`config.mk`:
```
export PLATFORM = sky130hd
export DESIGN_NAME = f1_start_ctrl
export DESIGN_NICKNAME = d
export VERILOG_FILES = /design/src/rtl/f1_start_ctrl.sv
export SDC_FILE = /design/constraint.sdc
export NUM_CORES = 1
export LEC_CHECK = 0
export ABC_AREA = 1
export BUFFER_PORTS_ARGS = -buffer_cell sky130_fd_sc_hd__buf_2
export CORE_MARGIN = 2
export CORE_UTILIZATION = 30
export CTS_BUF_LIST = sky130_fd_sc_hd__clkbuf_8
export DETAILED_ROUTE_END_ITERATION = 10
export HOLD_SLACK_MARGIN = 0.15
export MAX_ROUTING_LAYER = met4
export PLACE_DENSITY = 0.44
export REMOVE_ABC_BUFFERS = 1
export SLEW_MARGIN = 30
export SYNTH_ARGS = -nofsm -noshare
export SYNTH_HDL_FRONTEND = slang
export SYNTH_SLANG_ARGS = --single-unit
```
`constraint.sdc`:
```
create_clock -name clk -period 1.4 [get_ports clk]
set_input_delay 0.07 -clock clk [delete_from_list [all_inputs] [get_ports clk]]
set_output_delay 0.07 -clock clk [all_outputs]
set_load 0.01 [all_outputs]
```
`src/rtl/f1_start_ctrl.sv`:
```
// F1 start-light sequencer: paces 8 light steps, holds for an LFSR-random delay, clears the lights
// and measures reaction time. Define F1_JUMP_START_EN to abort the sequence on a false start.
module f1_start_ctrl #(
  parameter int unsigned TICK_DIV = 4,
  parameter int unsigned LFSR_W   = 7,
  parameter int unsigned RT_W     = 16
) (
  input  logic            clk,
  input  logic            rst_n,
  input  logic            trigger_i,
  input  logic            react_i,
  output logic            step_en_o,
  output logic            seq_clr_o,
  output logic            lights_out_o,
  output logic            busy_o,
  output logic [RT_W-1:0] react_time_o,
  output logic            react_valid_o,
  output logic            jump_start_o
);

  localparam int unsigned PS_W = (TICK_DIV > 2) ? $clog2(TICK_DIV) : 1;

  typedef enum logic [1:0] {IDLE, FILL, HOLD, TIMING} state_e;

  state_e            state_q, state_d;
  logic [PS_W-1:0]   prescale_q, prescale_d;
  logic [2:0]        step_cnt_q, step_cnt_d;
  logic [LFSR_W-1:0] delay_cnt_q, delay_cnt_d;
  logic [LFSR_W-1:0] lfsr_q, lfsr_d;
  logic [RT_W-1:0]   react_cnt_q, react_cnt_d;
  logic [RT_W-1:0]   react_time_q, react_time_d;
  logic              react_valid_q, react_valid_d;
  logic              tick;
  logic              step_en, seq_clr, lights_out;
`ifdef F1_JUMP_START_EN
  logic              jump_start;
`endif

  assign tick = (prescale_q == PS_W'(TICK_DIV - 1));

  always_comb begin
    // NOTE: every signal gets its default first; a path that leaves one unassigned infers a latch.
    state_d       = state_q;
    prescale_d    = prescale_q;
    step_cnt_d    = step_cnt_q;
    delay_cnt_d   = delay_cnt_q;
    react_cnt_d   = react_cnt_q;
    react_time_d  = react_time_q;
    react_valid_d = 1'b0;
    step_en       = 1'b0;
    seq_clr       = 1'b0;
    lights_out    = 1'b0;
    // x^7 + x^3 + 1, runs in every state so the hold delay depends on when the trigger lands
    lfsr_d        = {lfsr_q[LFSR_W-2:0], lfsr_q[LFSR_W-1] ^ lfsr_q[2]};

    case (state_q)
      IDLE: begin
        prescale_d = '0;
        if (trigger_i) begin
          seq_clr    = 1'b1;
          state_d    = FILL;
          step_cnt_d = '0;
        end
      end
      FILL: begin
        prescale_d = tick ? '0 : prescale_q + PS_W'(1);
        if (tick) begin
          step_en    = 1'b1;
          step_cnt_d = step_cnt_q + 3'd1;
          if (step_cnt_q == 3'd7) begin
            state_d     = HOLD;
            delay_cnt_d = lfsr_q;
          end
        end
      end
      HOLD: begin
        prescale_d = tick ? '0 : prescale_q + PS_W'(1);
        if (tick) begin
          delay_cnt_d = delay_cnt_q - LFSR_W'(1);
          if (delay_cnt_q == LFSR_W'(1)) begin
            step_en     = 1'b1;
            lights_out  = 1'b1;
            state_d     = TIMING;
            react_cnt_d = '0;
          end
        end
      end
      TIMING: begin
        prescale_d  = '0;
        react_cnt_d = (&react_cnt_q) ? react_cnt_q : react_cnt_q + RT_W'(1);
        if (react_i) begin
          react_time_d  = react_cnt_q;
          react_valid_d = 1'b1;
          state_d       = IDLE;
        end
      end
      default: state_d = IDLE;
    endcase

`ifdef F1_JUMP_START_EN
    // A false start overrides everything, including a coinciding final hold tick.
    jump_start = 1'b0;
    if ((state_q == FILL || state_q == HOLD) && react_i) begin
      jump_start  = 1'b1;
      seq_clr     = 1'b1;
      step_en     = 1'b0;
      lights_out  = 1'b0;
      state_d     = IDLE;
      prescale_d  = '0;
      step_cnt_d  = step_cnt_q;
      delay_cnt_d = delay_cnt_q;
    end
`endif
  end

  always_ff @(posedge clk or negedge rst_n) begin
    if (!rst_n) begin
      // NOTE: every register here is small control state, so all of it takes the async reset.
      state_q       <= IDLE;
      prescale_q    <= '0;
      step_cnt_q    <= '0;
      delay_cnt_q   <= '0;
      lfsr_q        <= LFSR_W'(1);
      react_cnt_q   <= '0;
      react_time_q  <= '0;
      react_valid_q <= 1'b0;
    end else begin
      // NOTE: non-blocking updates so every register samples the pre-edge values.
      state_q       <= state_d;
      prescale_q    <= prescale_d;
      step_cnt_q    <= step_cnt_d;
      delay_cnt_q   <= delay_cnt_d;
      lfsr_q        <= lfsr_d;
      react_cnt_q   <= react_cnt_d;
      react_time_q  <= react_time_d;
      react_valid_q <= react_valid_d;
    end
  end

  assign step_en_o     = step_en;
  assign seq_clr_o     = seq_clr;
  assign lights_out_o  = lights_out;
  assign busy_o        = (state_q != IDLE);
  assign react_time_o  = react_time_q;
  assign react_valid_o = react_valid_q;
`ifdef F1_JUMP_START_EN
  assign jump_start_o  = jump_start;
`else
  assign jump_start_o  = 1'b0;
`endif

endmodule

```
Word level (Yosys, flattened, before mapping)
Index checks and enable logic that the tools add are counted.
{ "totals": {"ff_bits": 54, "latch_bits": 0, "ramBits": 0, "romBits": 0, "in_bits": 4, "output_inout_bits": 22, "elab_cells": 68, "memories": 0} }
{ "op_classes": {"addsub": 4, "mul": 0, "div": 0, "n_lt_le_gt_ge": 0, "n_eq_ne": 13, "shift": 0, "muxes": 29, "n_bitwise": 1, "n_reduce_logical": 13} }
{ "ops": {"columns": ["op", "count"], "rows": [
  ["$mux 16", 3],
  ["$pmux 16 s2", 1],
  ["$mux 7", 3],
  ["$add 16x1->16 const B", 1],
  ["$reduce_and 16->1", 1],
  ["$mux 2", 7],
  ["$ne 2x2->1 const B", 7],
  ["$pmux 7 s2", 1],
  ["$mux 1", 8],
  ["$pmux 2 s4", 1],
  ["$reduce_and 4->1", 2],
  ["$reduce_bool 2->1", 4],
  ["$eq 7x1->1 const B", 1],
  ["$sub 7x1->7 const B", 1],
  ["$eq 2x2->1 const B", 3],
  ["$mux 3", 2],
  ["$pmux 3 s2", 1],
  ["$reduce_and 6->1", 1],
  ["$pmux 2 s2", 1],
  ["$reduce_or 2->1", 2],
  ["$add 3x1->3 const B", 1],
  ["$eq 3x3->1 const B", 1],
  ["$reduce_and 3->1", 1],
  ["$add 2x1->2 const B", 1],
  ["other kinds (5)", 5]
]} }

Logic depth before layout (Yosys ltp)
Gate-level depths: netlist of the first run.
{ "logic_depth": {"word_depth": 4, "ltp_mapped": 10, "ltp_nobuf": 10} }

Least setup slack after synthesis of the first run
OpenSTA, ideal clock, no wires.
{ "synth_timing": {"path_type": "reg2reg", "start": "register state_q[0]", "end": "register delay_cnt_q[3]", "setup_time_ns": 0.082, "arrival_time_ns": 1.394, "required_time_ns": 1.318, "setup_slack_ns": -0.076, "stages_incl_launch_ff": 10, "path_buffers": 1, "period_less_slack_ns": 1.476, "path_cell_list": "dfrtp_1 -> inv_1 -> ha_1 -> inv_2 -> nand2_1 -> nand3_1 -> inv_1 -> buf_2 -> o21ai_0 -> o22ai_1"} }
{ "synth_between": {"elab_chain_len": 3, "elab_cells_between_ends": 8, "cone_classes": "5 x eq/ne; 1 x mux; 2 x reduce/logical"} }
{ "synth_lines": {"columns": ["element", "line_no", "source"], "rows": [
  ["start, declared", "25", "state_e state_q, state_d;"],
  ["start signal, assigned", "129", "state_q <= state_d;"],
  ["$eq 2x1->1 or $eq 2x2->1 (tied branches)", "56", "case (state_q)"],
  ["$ne 2x2->1 (no line) or $reduce_bool 2->1 (tied branches)", null, null],
  ["$reduce_and 4->1 (no line)", null, null],
  ["end signal, assigned", "132", "delay_cnt_q <= delay_cnt_d;"],
  ["end, declared", "28", "logic [LFSR_W-1:0] delay_cnt_q, delay_cnt_d;"]
]} }
Parallel ways exist; a longest one is shown, timed or not.
A chain may end at the register's enable or synchronous reset.

Final worst setup path of the first run
{ "layout_timing": {"start": "register state_q[0]", "end": "output step_en_o"} }
{ "layout_between": {"elab_chain_len": 2, "elab_cells_between_ends": 3, "cone_classes": "2 x eq/ne; 1 x mux"} }
{ "layout_lines": {"columns": ["element", "line_no", "source"], "rows": [
  ["$eq 2x2->1 or $eq 2x1->1 (tied branches)", "56", null],
  ["$pmux 1 s2 *", "56", null],
  ["end, declared", "12", "output logic step_en_o,"]
]} }
Mark *: on every way between the ends. The rest lies on a longest branch, timed or not.

==> results of run 1 <==
## where the power goes
part	total (mW)	internal [mW]	switching, mW
logic	2.57	1.22	1.35
registers	1.86	1.73	0.123
clock network	1.14	0.544	0.593
## logic make-up after synthesis
family                     count (synthesis)  synth area share
other                                      1           0.00132
adders and majority gates                 11            0.0485
xor gates and xnor gates                   3           0.00926
AOI/OAI and AO/OA                         62             0.134
and+or+nand+nor                          160             0.245
buffers and inverters                     56            0.0855
DFF                                       54             0.476
## routing by layer
| layer | GRT usage | vias up | share of wire |
|---|---|---|---|
| li1 | - | 1267 | - |
| met1 | 0.199 | 1126 | 0.50 |
| met2 | 0.211 | 25 | 0.47 |
| met3 | 0.0214 | 6 | 0.020 |
| met4 | 0.0447 | 0 | 0.012 |
| met5 | - | - | 0 |
## registers in the layout, indices dropped and copies added, names as in the netlist
signal	flops
delay_cnt_q	7
lfsr_q	7
prescale_q	2
react_cnt_q	16
react_time_o	16
react_valid_o	1
state_q	2
step_cnt_q	3
## cell usage in the layout (no fill, tap or decap), types with 4 or more instances in the layout
master    synthesis  layout
buf_2             2      23
nor2_1           21      16
inv_1            43      36
nand3_1          25      23
nand2_1          99      77
nand2_2           2      21
nand2_4           2       4
inv_2             2       7
buf_6             2       7
o21ai_1           2       7
o21ai_2          14      16
ha_4              0       5
buf_12            0       4
clkbuf_8          0       5
buf_4             1      48
ha_2              0       5
nor2_4            2       5
o21ai_0          34      27
dfrtp_1          53      52
## repair_timing
| action | in CTS | in global routing |
|---|---|---|
| pin swaps | 4 | 7 |
| endpoints found under the hold margin | 54 | 0 |
| gates cloned | 1 | 4 |
| resized for setup | 39 | 49 |
| hold buffers | 1 | 0 |
| setup buffers | 5 | 4 |
| endpoints found under the setup margin | 32 | 42 |
## worst max-delay path: cells and delay by family (launching register included)
kind,cells,cell delay [ps]
adders and majority gates,1,170
DFF,1,420
and+or+nand+nor,2,110
buffers and inverters,4,410
AOI/OAI and AO/OA,1,100
## cell type report
cell class | instances | area, um^2
Tap cell | 111 | 139
Timing Repair Buffer | 86 | 722
Sequential cell | 54 | 1350
Multi-Input combinational cell | 237 | 1490
Clock inverter | 3 | 47.5
Fill cell | 930 | 5200
Inverter | 45 | 174
Clock buffer | 5 | 68.8
## cell usage after synthesis (3+ instances only)
library cell	n
nor2_1	21
nand3_1	25
o22ai_1	3
dfrtp_1	53
ha_1	11
inv_1	43
o211ai_1	3
clkbuf_1	5
o21ai_2	14
nand2_1	99
xor2_1	3
o21ai_0	34
a21oi_1	4
## path summary, 6_finish.rpt
kind	from	endpoint	slack, ps	depth (start not counted)
max in group asynchronous	rst_n	lfsr_q[0]	830	3
setup reg to reg	state_q[0]	react_cnt_q[9]	-160	11
hold / removal	trigger_i	step_cnt_q[0]	230	4
min in group asynchronous	rst_n	react_cnt_q[11]	280	3
hold reg to reg	lfsr_q[5]	lfsr_q[6]	380	0
setup / recovery	state_q[0]	step_en_o	-190	8
==> out/results.txt, run 1 <==
Most used cell along the critical path -> nand2_2
GRT Residual Overflow -> 0
Sequential fraction of the synthesis area -> 0.476
Placed inst area -> 3430 um^2
Maximum vdd drop -> 0.000865 V
Outcome -> finished with violations
Tcrit/Tclk final -> 1.13
Nets -> 444
Failing checks -> negative setup slack
Largest net degree at the start of global routing -> 55
Global-route wire length before repair -> 11.2 mm
Final GP Congestion -> 0.800
Cell variety after synth -> 32
Total GRT Usage -> 0.142
CP endpoint kind -> primary output
Layout cell share with drive strength beyond 1 -> 0.407
Top area cells in the synthesized netlist -> dfrtp_1 47%, nand2_1 13%, o21ai_0 6.0%
Core area -> 9200 um^2
Num CTS Buffers -> 5
Post-synthesis cell count -> 347
RSZ-0062 raised after global routing -> true
H-tree Lvls -> 2
Die W -> 101 um
Max cap viols -> 0
CTS clk-pin slew, worst paths -> 110 ps
Largest buffer count on any clock path -> 2
WP data required -> 1330 ps
Cell chain of the critical path -> inv_2 > ha_4 > nand2_2 > inv_1 > nand2_2 > buf_6 > a21oi_2 > buf_2
Top FF cell, synth -> dfrtp_1
Post-Route WL -> 7.06 mm
Initial DRC count -> 76
Routed len/inst -> 13.0 um
Hold Crit Class -> input pin to flop
Drt via density -> 4.48
Diodes inserted -> 0
Hold_ws -> 232 ps
Residual DRC -> 0
Initial Utilization -> 0.309
Area Overhead vs Synth -> 40.8%
Skew-Pair Late Insertion Delay -> 320 ps
Final non-filler cell total -> 541
Initial antenna violation count -> 0
Setup CP Type -> flop to primary output
Clk sink count -> 54
CTS tree -> built
Slew Limit Fails -> 0
Vert. Die Dim -> 101 um
Critical Path Max Stage Delay -> 420 ps
Final setup fails -> 26
Clk_skew -> 13.5 ps
PortBufs -> 24
Crit Path Max Fanout -> 5
Final core utilization -> 0.435
Post-synthesis cell area -> 2840 um^2
Leakage -> 1.93 nW
Post-Route Setup TNS -> -2820 ps
Vias in the first global route -> 2,328
Asr flop ratio synth -> 1.00
I/O pins -> 26
Antenna-violating nets left -> 0
Post-route cell area -> 4000 um^2
Final WS setup -> -186 ps
Fin. Hold Viols -> 0
Die area -> 10,300 um^2
Critical-path top delay cell -> dfrtp_1
Critical Path AT -> 1520 ps
Row cnt -> 35
Startpoint Class -> flop
Pwr Total -> 5.57 mW
Hpwl dp -> 4.52 mm
Yosys reg bits -> 54
Post-synth top area share -> 0.467
Synthesized area per cell -> 8.18 um^2
Place WS -> -189 ps
F_max -> 630 MHz
DRT Pass-1 Iters -> 4
CTS Root Cell -> clkbuf_8
Most area-hungry cell type in the Yosys netlist -> dfrtp_1
Vias -> 2,424
Pwr Density -> 1390 nW/um^2
Placed Instances -> 519
Post-synth EDFFs -> 0
Yosys warnings -> 0
Tmin final -> 1590 ps
Note: power is estimated with default switching activity, not from simulation.
==> run 2, diff against run 1 <==
CORE_ASPECT_RATIO = 0.7   (was default)
PLACE_DENSITY = 0.42   (was 0.44)
clock period = 1.76 ns   (was 1.4 ns; I/O delays follow)
==> run 2 against run 1 <==
  * The flow now finishes without violations
  * Hold slack better by 27 ps
  * Die area rose by 0.12%
  * Power shrank 34%
  * Global-route usage down 0.31 points
  * Critical endpoint unchanged
  * Via count down 7.4%
  * Sequential power fell by 21%
  * Flip-flop and latch count is the same
  * Routed wire length decreased by 8.7%
  * Clock skew fell by 4.3 ps
==> out/results.txt, run 2 (synthesized netlist as in run 1, its figures left out) <==
Outcome -> completed (was finished with violations)
Hpwl dp -> 4.50 mm (was 4.52 mm)
Critical Path AT -> 1560 ps (was 1520 ps)
GRT Residual Overflow -> 0 (unchanged)
Hold Crit Class -> input pin to flop (unchanged)
Global-route wire length before repair -> 10.7 mm (was 11.2 mm)
F_max -> 608 MHz
Drt via density -> 4.41 (was 4.48)
RSZ-0062 raised after global routing -> true (unchanged)
Skew-Pair Late Insertion Delay -> 320 ps (about the same)
Initial antenna violation count -> 0 (unchanged)
Diodes inserted -> 0 (unchanged)
PortBufs -> 24 (unchanged)
I/O pins -> 26 (unchanged)
Largest net degree at the start of global routing -> 35 (was 55)
Initial Utilization -> 0.310 (was 0.309)
Clk_skew -> 9.19 ps (was 13.5 ps)
Setup CP Type -> flop to primary output (unchanged)
Area Overhead vs Synth -> 18.6% (was 40.8%)
WP data required -> 1670 ps (was 1330 ps)
Relative slew slack -> 0.655
DRT Pass-1 Iters -> 5 (was 4)
Total GRT Usage -> 0.139 (was 0.142)
Final WS setup -> 116 ps (was -186 ps)
Clk sink count -> 54 (unchanged)
Final GP Congestion -> 0.763 (was 0.800)
Post-Route WL -> 6.44 mm (was 7.06 mm)
Hold Path Cell Cnt -> 5 (was 4)
Tmin final -> 1640 ps
Commonest non-fill, non-tap cell in the layout -> nand2_1 (unchanged)
Startpoint Class -> flop (unchanged)
Row cnt -> 29 (was 35)
Placed inst area -> 3160 um^2 (was 3430 um^2)
CP endpoint kind -> primary output (unchanged)
Max cap viols -> 0 (unchanged)
Largest buffer count on any clock path -> 2 (unchanged)
Slew Limit Fails -> 0 (unchanged)
Nets -> 399 (was 444)
Vias -> 2,245 (was 2,424)
CTS Root Cell -> clkbuf_8 (unchanged)
Pwr Density -> 1100 nW/um^2 (was 1390 nW/um^2)
Initial DRC count -> 72 (was 76)
Residual DRC -> 0 (unchanged)
CTS clk-pin slew, worst paths -> 110 ps (about the same)
Routed len/inst -> 12.7 um (was 13.0 um)
Core area -> 9140 um^2 (was 9200 um^2)
Crit Path Max Fanout -> 3 (was 5)
Final setup fails -> 0 (was 26)
Fin. Hold Viols -> 0 (unchanged)
Layout cell share with drive strength beyond 1 -> 0.213 (was 0.407)
Post-route cell area -> 3370 um^2 (was 4000 um^2)
Die area -> 10,300 um^2 (about the same)
Worst-margin pin slew -> 517 ps
Antenna-violating nets left -> 0 (unchanged)
Maximum vdd drop -> 0.000447 V (was 0.000865 V)
Tcrit/Tclk final -> 0.934
Vias in the first global route -> 2,107 (was 2,328)
Pwr Total -> 3.69 mW (was 5.57 mW)
CTS tree -> built (unchanged)
H-tree Lvls -> 2 (unchanged)
Num CTS Buffers -> 5 (unchanged)
Most frequent cells in the layout -> 99 x nand2_1, 52 x dfrtp_1, 43 x inv_1, 33 x o21ai_0, 25 x nand3_1 (was 77 x nand2_1, 52 x dfrtp_1, 48 x buf_4, 36 x inv_1, 27 x o21ai_0)
FF-to-FF path depth -> 11 (unchanged)
Place WS -> 100 ps (was -189 ps)
Hold_ws -> 259 ps (was 232 ps)
Vert. Die Dim -> 85.4 um (was 101 um)
Leakage -> 1.66 nW (was 1.93 nW)
Die W -> 120 um (was 101 um)
==> run 2: cell types whose count changed in the layout (fill, tap and decap cells not counted), moves of 4 or more <==
cell	change
o21ai_1	-5
inv_2	-5
nand2_2	-19
buf_4	-36
ha_4	-4
inv_1	+7
ha_1	+8
ha_2	-4
nand2_1	+22
buf_6	-7
o21ai_0	+6
==> run 2: power by group <==
part	total (mW)	internal, mW	switching (mW)	leakage, nW
registers	1.47	1.38	0.0911	0.737
logic	1.34	0.517	0.828	0.864
clock network	0.876	0.428	0.449	0.0585
==> run 2: layout make-up <==
class / instances / area, um^2
multi-input cells: 237 / 1270
inverters: 45 / 169
fillers: 983 / 5780
flip-flops and latches: 54 / 1350
well taps: 124 / 155
clock buffers: 5 / 68.8
clock inverters: 3 / 43.8
repair buffers: 41 / 305
==> run 2: per-stage QoR <==
step | utilization | TNS, ps | instances
2_1_floorplan | - | 0 | 336
3_3_place_gp | 0.346 | 0 | 495
3_5_place_dp | 0.346 | 0 | 495
4_1_cts | 0.359 | 0 | 504
5_1_grt | 0.368 | -106 | 509
6_report | 0.368 | 0 | 509
==> run 2: layer usage <==
metal  vias to the layer above  part of all wire  track usage
met4                         0            0.0095       0.0381
met2                        31              0.38        0.181
li1                       1179                 -            -
met5                         -                 0            -
met3                         7             0.037       0.0329
met1                      1028              0.57        0.211
==> run 2: repair_timing <==
item | 4_1_cts | 5_1_grt
setup endpoints to repair | 1 | 22
setup buffers | 0 | 4
gates cloned | 0 | 1
pin swaps | 0 | 0
hold endpoints to repair | 20 | 0
resized for setup | 1 | 8
hold buffers | 1 | 0
==> run 2: critical path, stage by stage (launching register included) <==
cell,delay (ps)
dfrtp_1,400
nor2_1,170
nand2_1,120
nor2_2,140
nand2_1,120
a21oi_2,140
buf_2,140
==> run 2: path summary, 6_finish.rpt <==
check / start / to / slack, ps
max in group asynchronous: rst_n / lfsr_q[0] / 870
hold / removal: react_i / react_time_o[2] / 260
setup reg to reg: state_q[1] / delay_cnt_q[6] / 130
hold reg to reg: lfsr_q[3] / lfsr_q[4] / 380
min in group asynchronous: rst_n / react_time_o[11] / 270
setup / recovery: delay_cnt_q[4] / step_en_o / 120
==> run 3, diff against run 2 <==
CELL_PAD_IN_SITES_DETAIL_PLACEMENT = 1   (was default)
CELL_PAD_IN_SITES_GLOBAL_PLACEMENT = 1   (was default)
PLACE_DENSITY = 0.55   (was 0.42)
clock period = 1.3 ns   (was 1.76 ns; I/O delays follow)
==> run 3 against run 2 <==
  * The flow now finishes with violations (negative setup slack)
  * Clock power increased by 42%
  * Non-clock buffer count increased by 66
  * Global-route usage increased by 4.9 points
  * First-iteration DRC count increased by 4.2%
  * Register-to-register slack got worse by 440 ps
  * Final area increased by 28%
  * Die area unchanged
  * Sequential share of layout area decreased by 8.7 points
  * Clock skew about the same
  * Sequential power increased by 36%
  * Flip-flop and latch count unchanged
  * Hold slack got worse by 35 ps
  * Critical path type unchanged
  * Critical endpoint unchanged
  * Largest cell class is now multi-input combinational cells
  * Largest power group is now combinational cells
==> out/results.txt, run 3 (synthesized netlist as in run 1, its figures left out) <==
Outcome -> finished with violations (was completed)
Failing checks -> negative setup slack
Num CTS Buffers -> 5 (unchanged)
Routed len/inst -> 15.3 um (was 12.7 um)
GRT Residual Overflow -> 0 (unchanged)
Vias in the first global route -> 2,754 (was 2,107)
Hold Crit Class -> input pin to flop (unchanged)
Tcrit/Tclk final -> 1.24
PortBufs -> 24 (unchanged)
Vias -> 2,600 (was 2,245)
Clk sink count -> 54 (unchanged)
Core area -> 9140 um^2 (unchanged)
Initial DRC count -> 75 (was 72)
CTS tree -> built (unchanged)
Tmin final -> 1620 ps
Global-route wire length before repair -> 14.4 mm (was 10.7 mm)
CP endpoint kind -> primary output (unchanged)
F_max -> 618 MHz
Final setup fails -> 32 (was 0)
M1 WL -> 4.74 mm (was 3.67 mm)
Largest buffer count on any clock path -> 2 (unchanged)
Hpwl dp -> 5.58 mm (was 4.50 mm)
CTS clk-pin slew, worst paths -> 110 ps (about the same)
Commonest non-fill, non-tap cell in the layout -> nand2_1 (unchanged)
Row cnt -> 29 (unchanged)
Fin. Hold Viols -> 0 (unchanged)
Layout cell share with drive strength beyond 1 -> 0.472 (was 0.213)
Diodes inserted -> 0 (unchanged)
Setup CP Type -> flop to primary output (unchanged)
Final GP Congestion -> 0.796 (was 0.763)
Critical Path AT -> 1550 ps (was 1560 ps)
Top Metal Used -> met4 (unchanged)
DRT Pass-1 Iters -> 4 (was 5)
Final WS setup -> -317 ps (was 116 ps)
Pwr Density -> 1540 nW/um^2 (was 1100 nW/um^2)
CTS Root Cell -> clkbuf_8 (unchanged)
Die area -> 10,300 um^2 (unchanged)
Die W -> 120 um (unchanged)
Area Overhead vs Synth -> 51.5% (was 18.6%)
Slew Limit Fails -> 0 (unchanged)
Initial Utilization -> 0.310 (unchanged)
Nets -> 465 (was 399)
Skew-Pair Late Insertion Delay -> 330 ps (was 320 ps)
Maximum vdd drop -> 0.000854 V (was 0.000447 V)
Residual DRC -> 0 (unchanged)
Pwr Total -> 6.64 mW (was 3.69 mW)
Hold_ws -> 224 ps (was 259 ps)
Clk_skew -> 9.19 ps (about the same)
Most frequent cells in the layout -> 68 x nand2_1, 59 x buf_4, 52 x dfrtp_1, 33 x inv_1, 26 x nand2_2 (was 99 x nand2_1, 52 x dfrtp_1, 43 x inv_1, 33 x o21ai_0, 25 x nand3_1)
I/O pins -> 26 (unchanged)
Crit Path Max Fanout -> 2 (was 3)
Largest net degree at the start of global routing -> 55 (was 35)
Leakage -> 2.08 nW (was 1.66 nW)
Startpoint Class -> flop (unchanged)
Total GRT Usage -> 0.188 (was 0.139)
Drt via density -> 4.52 (was 4.41)
RSZ-0062 raised after global routing -> true (unchanged)
Met3 wire length -> 172 um (was 236 um)
Filler cells -> 1,083 (was 983)
Vert. Die Dim -> 85.4 um (unchanged)
Initial antenna violation count -> 0 (unchanged)
Antenna-violating nets left -> 0 (unchanged)
Met2 Routed Length -> 3.79 mm (was 2.48 mm)
H-tree Lvls -> 2 (unchanged)
Post-Route WL -> 8.81 mm (was 6.44 mm)
Max cap viols -> 0 (unchanged)
WP data required -> 1240 ps (was 1670 ps)
==> run 3: cell count changes in the layout (fill, tap and decap cells not counted), moves of 10 or more <==
| cell | previous run | this run |
|---|---|---|
| o21ai_1 | 2 | 14 |
| nand2_1 | 99 | 68 |
| buf_4 | 12 | 59 |
| o21ai_0 | 33 | 14 |
| inv_1 | 43 | 33 |
| nand2_2 | 2 | 26 |
| buf_6 | 0 | 16 |
==> run 3: layer usage <==
layer,global-route usage,vias up
met4,0.0486,0
met1,0.260,1266
met3,0.0363,9
met5,-,-
li1,-,1306
met2,0.285,19
==> run 3: per-stage QoR <==
stage               TNS [ps]  cell area (um^2)  setup slack [ps]   util  cells
global route           -9690              4300              -437  0.470    575
detailed placement     -7770              3530              -363  0.386    544
global placement       -6270              3530              -252  0.386    544
floorplan             -15020              2770              -423      -    336
CTS                    -7350              4160              -337  0.455    570
finish                 -6980              4300              -317  0.470    575
==> run 3: what timing repair did <==
item,in CTS,in global routing
gates resized for setup,100,41
hold buffers,1,0
pin swaps,14,14
cloned,3,2
setup buffers,14,6
endpoints found under the setup margin,34,47
hold endpoints to repair,54,0
==> run 3: worst paths after layout <==
| kind | from | endpoint | slack (ps) | cells past startpoint |
|---|---|---|---|---|
| worst max-delay path | delay_cnt_q[1] | step_en_o | -320 | 8 |
| worst min-delay path | react_i | react_valid_o | 220 | 4 |
| worst max register to register | state_q[0] | react_cnt_q[5] | -310 | 10 |
| worst min register to register | lfsr_q[4] | lfsr_q[5] | 410 | 0 |
| max in group asynchronous | rst_n | lfsr_q[0] | 740 | 3 |
| min in group asynchronous | rst_n | react_cnt_q[9] | 240 | 3 |
==> run 3: final cells by class <==
class	instances	area [um^2]	share of cell area
Clock buffer	5	68.8	0.0160
Multi-Input combinational cell	237	1550	0.360
Timing Repair Buffer	107	941	0.219
Inverter	45	186	0.0434
Clock inverter	3	47.5	0.0111
Tap cell	124	155	0.0361
Sequential cell	54	1350	0.315
==> run 3: worst max-delay path, stage by stage (launching register included) <==
cell and delay [ps]:
dfrtp_1 390, inv_2 80, ha_4 150, nand2_4 50, nor2_4 120, nand2_2 70, buf_6 120, a21oi_2 110
buf_2 140
==> run 3: report_power, final <==
part / internal [mW] / switching (mW) / leakage (nW)
Clock: 0.589 / 0.648 / 0.0591
Sequential: 1.87 / 0.136 / 0.737
Combinational: 1.65 / 1.74 / 1.28
Total: 4.11 / 2.53 / 2.08
